`config.mk`:
```
export PLATFORM = sky130hd
export DESIGN_NAME = param_load_shifter_flat
export DESIGN_NICKNAME = d
export VERILOG_FILES = /design/src/rtl/param_load_shifter_if.sv /design/src/rtl/param_load_shifter.sv /design/src/flat_wrapper.sv
export SDC_FILE = /design/constraint.sdc
export NUM_CORES = 1
export LEC_CHECK = 0
export BUFFER_PORTS_ARGS = -buffer_cell sky130_fd_sc_hd__buf_2
export CORE_AREA = 2 2 56 58
export DETAILED_ROUTE_END_ITERATION = 6
export DIE_AREA = 0 0 58 60
export GPL_TIMING_DRIVEN = 0
export HOLD_SLACK_MARGIN = 0.03
export SLEW_MARGIN = 20
export SYNTH_ARGS = -nofsm -noshare
export SYNTH_HDL_FRONTEND = slang
export SYNTH_SLANG_ARGS = --single-unit
```
`constraint.sdc`:
```
create_clock -name clk -period 2 [get_ports clk]
set_clock_uncertainty 0.15 [all_clocks]
set_input_delay 0.2 -clock clk [delete_from_list [all_inputs] [get_ports clk]]
set_output_delay 0.2 -clock clk [all_outputs]
set_load 0.02 [all_outputs]
```
`src/rtl/param_load_shifter_if.sv`:
```
// param_load_shifter_if
//   Groups the load/step controls and the register outputs of param_load_shifter.
//   master: the block driving Load/Din/mode/en/ser_in and observing the results.
//   slave : the shifter itself.
// Signals
//   Load     parallel-load strobe
//   Din      parallel load data (WIDTH)
//   mode     00 hold, 01 shift left, 10 shift right, 11 rotate left
//   en       step enable while busy
//   ser_in   serial fill bit for the shift modes
//   Dout     register contents (WIDTH)
//   ser_out  serial output bit
//   bit_cnt  steps taken since the last Load (CNT_W)
//   busy     word in progress
//   done     one-cycle completion pulse
interface param_load_shifter_if #(
    parameter int unsigned WIDTH = 8,
    parameter int unsigned CNT_W = $clog2(WIDTH + 1)
);
    logic             Load;
    logic [WIDTH-1:0] Din;
    logic [1:0]       mode;
    logic             en;
    logic             ser_in;
    logic [WIDTH-1:0] Dout;
    logic             ser_out;
    logic [CNT_W-1:0] bit_cnt;
    logic             busy;
    logic             done;

    modport master (
        output Load, Din, mode, en, ser_in,
        input  Dout, ser_out, bit_cnt, busy, done
    );

    modport slave (
        input  Load, Din, mode, en, ser_in,
        output Dout, ser_out, bit_cnt, busy, done
    );
endinterface

```
`src/rtl/param_load_shifter.sv`:
```
// param_load_shifter
//   Loadable shift/rotate register with a step counter and a three-state control FSM.
//   A Load pulse captures Din; the word then takes exactly WIDTH enabled steps,
//   after which done pulses for one cycle and the block returns to idle.
// Ports
//   clk    rising-edge clock
//   rst_n  synchronous reset, active low
//   bus    param_load_shifter_if.slave (Load, Din, mode, en, ser_in in;
//          Dout, ser_out, bit_cnt, busy, done out)
module param_load_shifter #(
    parameter int unsigned      WIDTH     = 8,
    parameter logic [WIDTH-1:0] RESET_VAL = '0
) (
    input logic                 clk,
    input logic                 rst_n,
    param_load_shifter_if.slave bus
);
    localparam int unsigned CNT_W = $clog2(WIDTH + 1);

    localparam logic [1:0] StIdle  = 2'd0;
    localparam logic [1:0] StShift = 2'd1;
    localparam logic [1:0] StDone  = 2'd2;

    localparam logic [1:0] ModeHold  = 2'b00;
    localparam logic [1:0] ModeLeft  = 2'b01;
    localparam logic [1:0] ModeRight = 2'b10;
    localparam logic [1:0] ModeRotL  = 2'b11;

    logic [1:0]       state_q, state_d;
    logic [WIDTH-1:0] dout_q, dout_d;
    logic [CNT_W-1:0] cnt_q, cnt_d;

    always_comb begin
        state_d = state_q;
        dout_d  = dout_q;
        cnt_d   = cnt_q;

        // Load wins over any step in progress, in every state.
        if (bus.Load) begin
            dout_d  = bus.Din;
            cnt_d   = '0;
            state_d = StShift;
        end else begin
            case (state_q)
                StShift: begin
                    if (bus.en && (bus.mode != ModeHold)) begin
                        case (bus.mode)
                            ModeLeft:  dout_d = {dout_q[WIDTH-2:0], bus.ser_in};
                            ModeRight: dout_d = {bus.ser_in, dout_q[WIDTH-1:1]};
                            ModeRotL:  dout_d = {dout_q[WIDTH-2:0], dout_q[WIDTH-1]};
                            default:   dout_d = dout_q;
                        endcase
                        cnt_d = cnt_q + CNT_W'(1);
                        if (cnt_q == CNT_W'(WIDTH - 1)) begin
                            state_d = StDone;
                        end
                    end
                end
                StDone:  state_d = StIdle;
                default: state_d = StIdle;
            endcase
        end
    end

    always_ff @(posedge clk) begin
        if (!rst_n) begin
            state_q <= StIdle;
            dout_q  <= RESET_VAL;
            cnt_q   <= '0;
        end else begin
            state_q <= state_d;
            dout_q  <= dout_d;
            cnt_q   <= cnt_d;
        end
    end

    assign bus.Dout    = dout_q;
    assign bus.bit_cnt = cnt_q;
    assign bus.busy    = (state_q == StShift);
    assign bus.done    = (state_q == StDone);
    // Left-moving modes emit the MSB; right shift and hold emit the LSB.
    assign bus.ser_out = (bus.mode == ModeLeft || bus.mode == ModeRotL) ?
                         dout_q[WIDTH-1] : dout_q[0];
endmodule
```
`src/flat_wrapper.sv`:
```
// flat-port wrapper written by rule: the top's interface ports become plain ports
module param_load_shifter_flat 
#(
    parameter int unsigned      WIDTH     = 8,
    parameter logic [WIDTH-1:0] RESET_VAL = '0
)
  (clk, rst_n, bus_Load, bus_Din, bus_mode, bus_en, bus_ser_in, bus_Dout, bus_ser_out, bus_bit_cnt, bus_busy, bus_done);
  param_load_shifter_if #(.WIDTH(WIDTH)) bus_i ();
  input logic clk;
  input logic rst_n;
  input wire logic [$bits(bus_i.Load)-1:0] bus_Load;
  input wire logic [$bits(bus_i.Din)-1:0] bus_Din;
  input wire logic [$bits(bus_i.mode)-1:0] bus_mode;
  input wire logic [$bits(bus_i.en)-1:0] bus_en;
  input wire logic [$bits(bus_i.ser_in)-1:0] bus_ser_in;
  output wire logic [$bits(bus_i.Dout)-1:0] bus_Dout;
  output wire logic [$bits(bus_i.ser_out)-1:0] bus_ser_out;
  output wire logic [$bits(bus_i.bit_cnt)-1:0] bus_bit_cnt;
  output wire logic [$bits(bus_i.busy)-1:0] bus_busy;
  output wire logic [$bits(bus_i.done)-1:0] bus_done;
  assign bus_i.Load = bus_Load;
  assign bus_i.Din = bus_Din;
  assign bus_i.mode = bus_mode;
  assign bus_i.en = bus_en;
  assign bus_i.ser_in = bus_ser_in;
  assign bus_Dout = bus_i.Dout;
  assign bus_ser_out = bus_i.ser_out;
  assign bus_bit_cnt = bus_i.bit_cnt;
  assign bus_busy = bus_i.busy;
  assign bus_done = bus_i.done;
  param_load_shifter #(.WIDTH(WIDTH), .RESET_VAL(RESET_VAL)) u_core (.clk(clk), .rst_n(rst_n), .bus(bus_i));
endmodule
```
==> flow_metrics.tcl <==
set metrics [dict create \
    layout_common_cells "28 x buf_2, 14 x dfxtp_1, 13 x nand3_1" \
    design.die.area_sq_um 3480 \
    hold_violations 0 \
    final_common_cell "buf_2" \
    timing.critical_path.cells "buf_2, inv_1, ha_1, and4bb_4, o21ai_4, buf_6, or3_1, nand3_1" \
    ys_seq_elements 14 \
    ys_dominant_reg_cell "dfxtp_1" \
    tritoncts "yes" \
    drt-initial-drc-count 10 \
    synth_seq_area_share 0.341 \
    synth_area_leader_cell "dfxtp_1" \
    clkSlewWorstSetupHoldPaths_ps 90 \
    global_route_wire_length_before_repair_mm 3.59 \
    grt_setup_unrepaired "false" \
    syn_std_cell_area_sq_um 822 \
    total_switching_power_w 0.000183 \
    critPathLaunchType "input pin" \
    first_global_vias 839 \
    ys_async_sr_fraction 0 \
    dr_total_vias 865 \
    portBuffers 27 \
    power.combinational.fraction 0.205 \
    finalCriticalPeriod_ps 1610 \
    antenna_violations_before_repair 0 \
    antenna-diode-count 0 \
    worst_ep_required_time_ps 2070 \
    syn-instance-count 93 \
    setup.worst_path.class "input pin to flop" \
    yosysUniqueCellTypes 33 \
    power_density_nw_per_um2 587 \
    layout_worst_path_cycle_share 0.806 \
    post_cts.resized_instances 0 \
    status "completed" \
    final-max-slew-violation-count 0 \
    setup_tns_ps 0 \
    cp-startpoint "bus_mode[0]" \
    slowest_delay_ps 390 \
    finalSetupViolCount 0 \
    synth_enable_flop_cells 0 \
    gp_congestion 0.803 \
    critical_path_arrival_ps 1690 \
    worstSkewPairLatency_ps 280 \
    avgSynthCellArea_sq_um 8.84 \
    drive_above_1_share 0.323 \
    critical-path-slowest-cell "and4bb_4" \
    post-dp-hpwl_mm 1.58 \
    start_util 0.283 \
    critical_path_peak_fanout 10 \
    layout_overhead_on_the_synthesized_area_pct 33.2 \
    power.sequential.fraction 0.474 \
    antenna_left 0 \
    core_region_area_sq_um 2900 \
    hold_path_startpoint "bus_Din[7]" \
    cts.htree.levels 1 \
    sw_frac_of_total 0.285 \
    drt-pass1-iter-count 4 \
    detail_route.wirelength_mm 2.10 \
    clock_power_share 0.322 \
    holdCritPathClass "input pin to flop" \
    dieWidth_microns 58 \
    cts-root-to-sink-buffers 2 \
    grt_overflow_total 0 \
    achievable-frequency_mhz 621 \
    routed_length_per_instance_microns 12.9 \
    max_cap_violations 0 \
    all_layer_gr_usage 0.134 \
    ys_warn_count 0 \
    placementRows 20 \
    largest_voltage_drop_on_the_vdd_net_mv 0.268 \
    grt_start_max_net_pins 11 \
    detailedPlace.worstSlack_ps 89.5 \
    slew_headroom 0.666 \
    leakage_power_summed_over_all_cells_nw 0.483 \
    synthTopCellsByArea "dfxtp_1 34%, ha_1 9.1%, nand3_1 7.9%" \
    synthesis.nets 114 \
    design.final.nets 152 \
    cts_inserted_buffers 3 \
    synth_top_cell_area_share 0.341 \
    final.setup.worst_slack_ps 389 \
    max_slew.worst_pin.slew_ps 500 \
    p_int_w 0.000460 \
    vias_per_cell 5.31 \
    cts-root-buf "clkbuf_4" \
    regToRegStartpoint "u_core.state_q[1]" \
    drc_errors 0 \
    postCtsSetupRepairBufs 0 \
    io_pins 30 \
    die_y_microns 60 \
    nFillCells 316 \
    clkSinkCount 14 \
    cp-end-kind "flop" \
]
-- power by group through the flow --
stage                     clock (W)  sequential [W]  combinational, W
final                      0.000207        0.000304          0.000132
after global routing       0.000230        0.000306          0.000145
after CTS                  0.000212        0.000304          0.000132
after detailed placement          0        0.000311          0.000122
after global placement            0        0.000311          0.000119
after floorplan                   0        0.000321         0.0000676
-- registers in the layout, indices dropped and copies added, names as in the netlist --
signal,cells
u_core.bus.bit_cnt,4
u_core.bus.Dout,8
u_core.state_q,2
-- cell type report --
type | count | area (sq um) | area share
Multi-Input combinational cell | 69 | 492 | 0.449
Timing Repair Buffer | 33 | 195 | 0.178
Tap cell | 33 | 41.3 | 0.0377
Inverter | 4 | 15.0 | 0.0137
Buffer | 6 | 35.0 | 0.0320
Clock buffer | 4 | 36.3 | 0.0331
Sequential cell | 14 | 280 | 0.256
-- worst max-delay path, delay by kind of cell --
family	cells	cell delay, ps
AND/OR/NAND/NOR	3	840
buffers and inverters	3	330
adder cells (fa/ha/maj)	1	200
AO/OA/AOI/OAI	1	100
-- through the flow --
| step | utilization | total power (W) | area [sq um] | hold WS [ps] | instances |
|---|---|---|---|---|---|
| after floorplan | - | 0.000389 | 822 | 205 | 93 |
| after global placement | 0.344 | 0.000430 | 998 | 292 | 153 |
| after detailed placement | 0.344 | 0.000433 | 998 | 303 | 153 |
| after CTS | 0.377 | 0.000648 | 1090 | 44.3 | 163 |
| after global routing | 0.377 | 0.000681 | 1090 | 75.6 | 163 |
| final | 0.377 | 0.000643 | 1090 | 56.0 | 163 |
-- final timing paths --
check | cells after the start | end | slack (ps)
worst max-delay path | 8 | u_core.bus.Dout[5] | 390
worst min-delay path | 3 | u_core.bus.Dout[7] | 60
worst max register to register | 5 | u_core.bus.Dout[5] | 400
worst min register to register | 2 | u_core.bus.Dout[0] | 380
-- cells in the mapped netlist, types with 2 or more instances --
cell type	count
xnor2_1	2
dfxtp_1	14
ha_1	6
clkbuf_1	3
nand4_1	7
or3_2	4
nand2_1	3
or3_1	3
a22oi_1	7
nor2b_1	2
inv_1	3
nand3_1	13
nor2_1	6
-- timing repair --
item | 4_1_cts | 5_1_grt
endpoints found under the setup margin | 0 | 0
endpoints found under the hold margin | 6 | 0
hold buffers | 6 | 0
-- metal layers --
| layer | GRT usage | up-vias | routed length [microns] |
|---|---|---|---|
| met5 | 0 | - | 0 |
| met4 | 0.0432 | 0 | 17 |
| met3 | 0.0476 | 4 | 154 |
| met2 | 0.237 | 34 | 1040 |
| met1 | 0.150 | 408 | 894 |
| li1 | - | 419 | - |
-- cell families after synthesis --
family                     Yosys count  share of synthesized area
AOI/OAI and AO/OA                   15                      0.148
xor gates and xnor gates             3                     0.0320
adders and majority gates            6                     0.0913
buffers and inverters               10                     0.0609
DFF                                 14                      0.341
muxes                                2                     0.0259
and+or+nand+nor                     43                      0.301
Power figures use the tool's default switching activity.
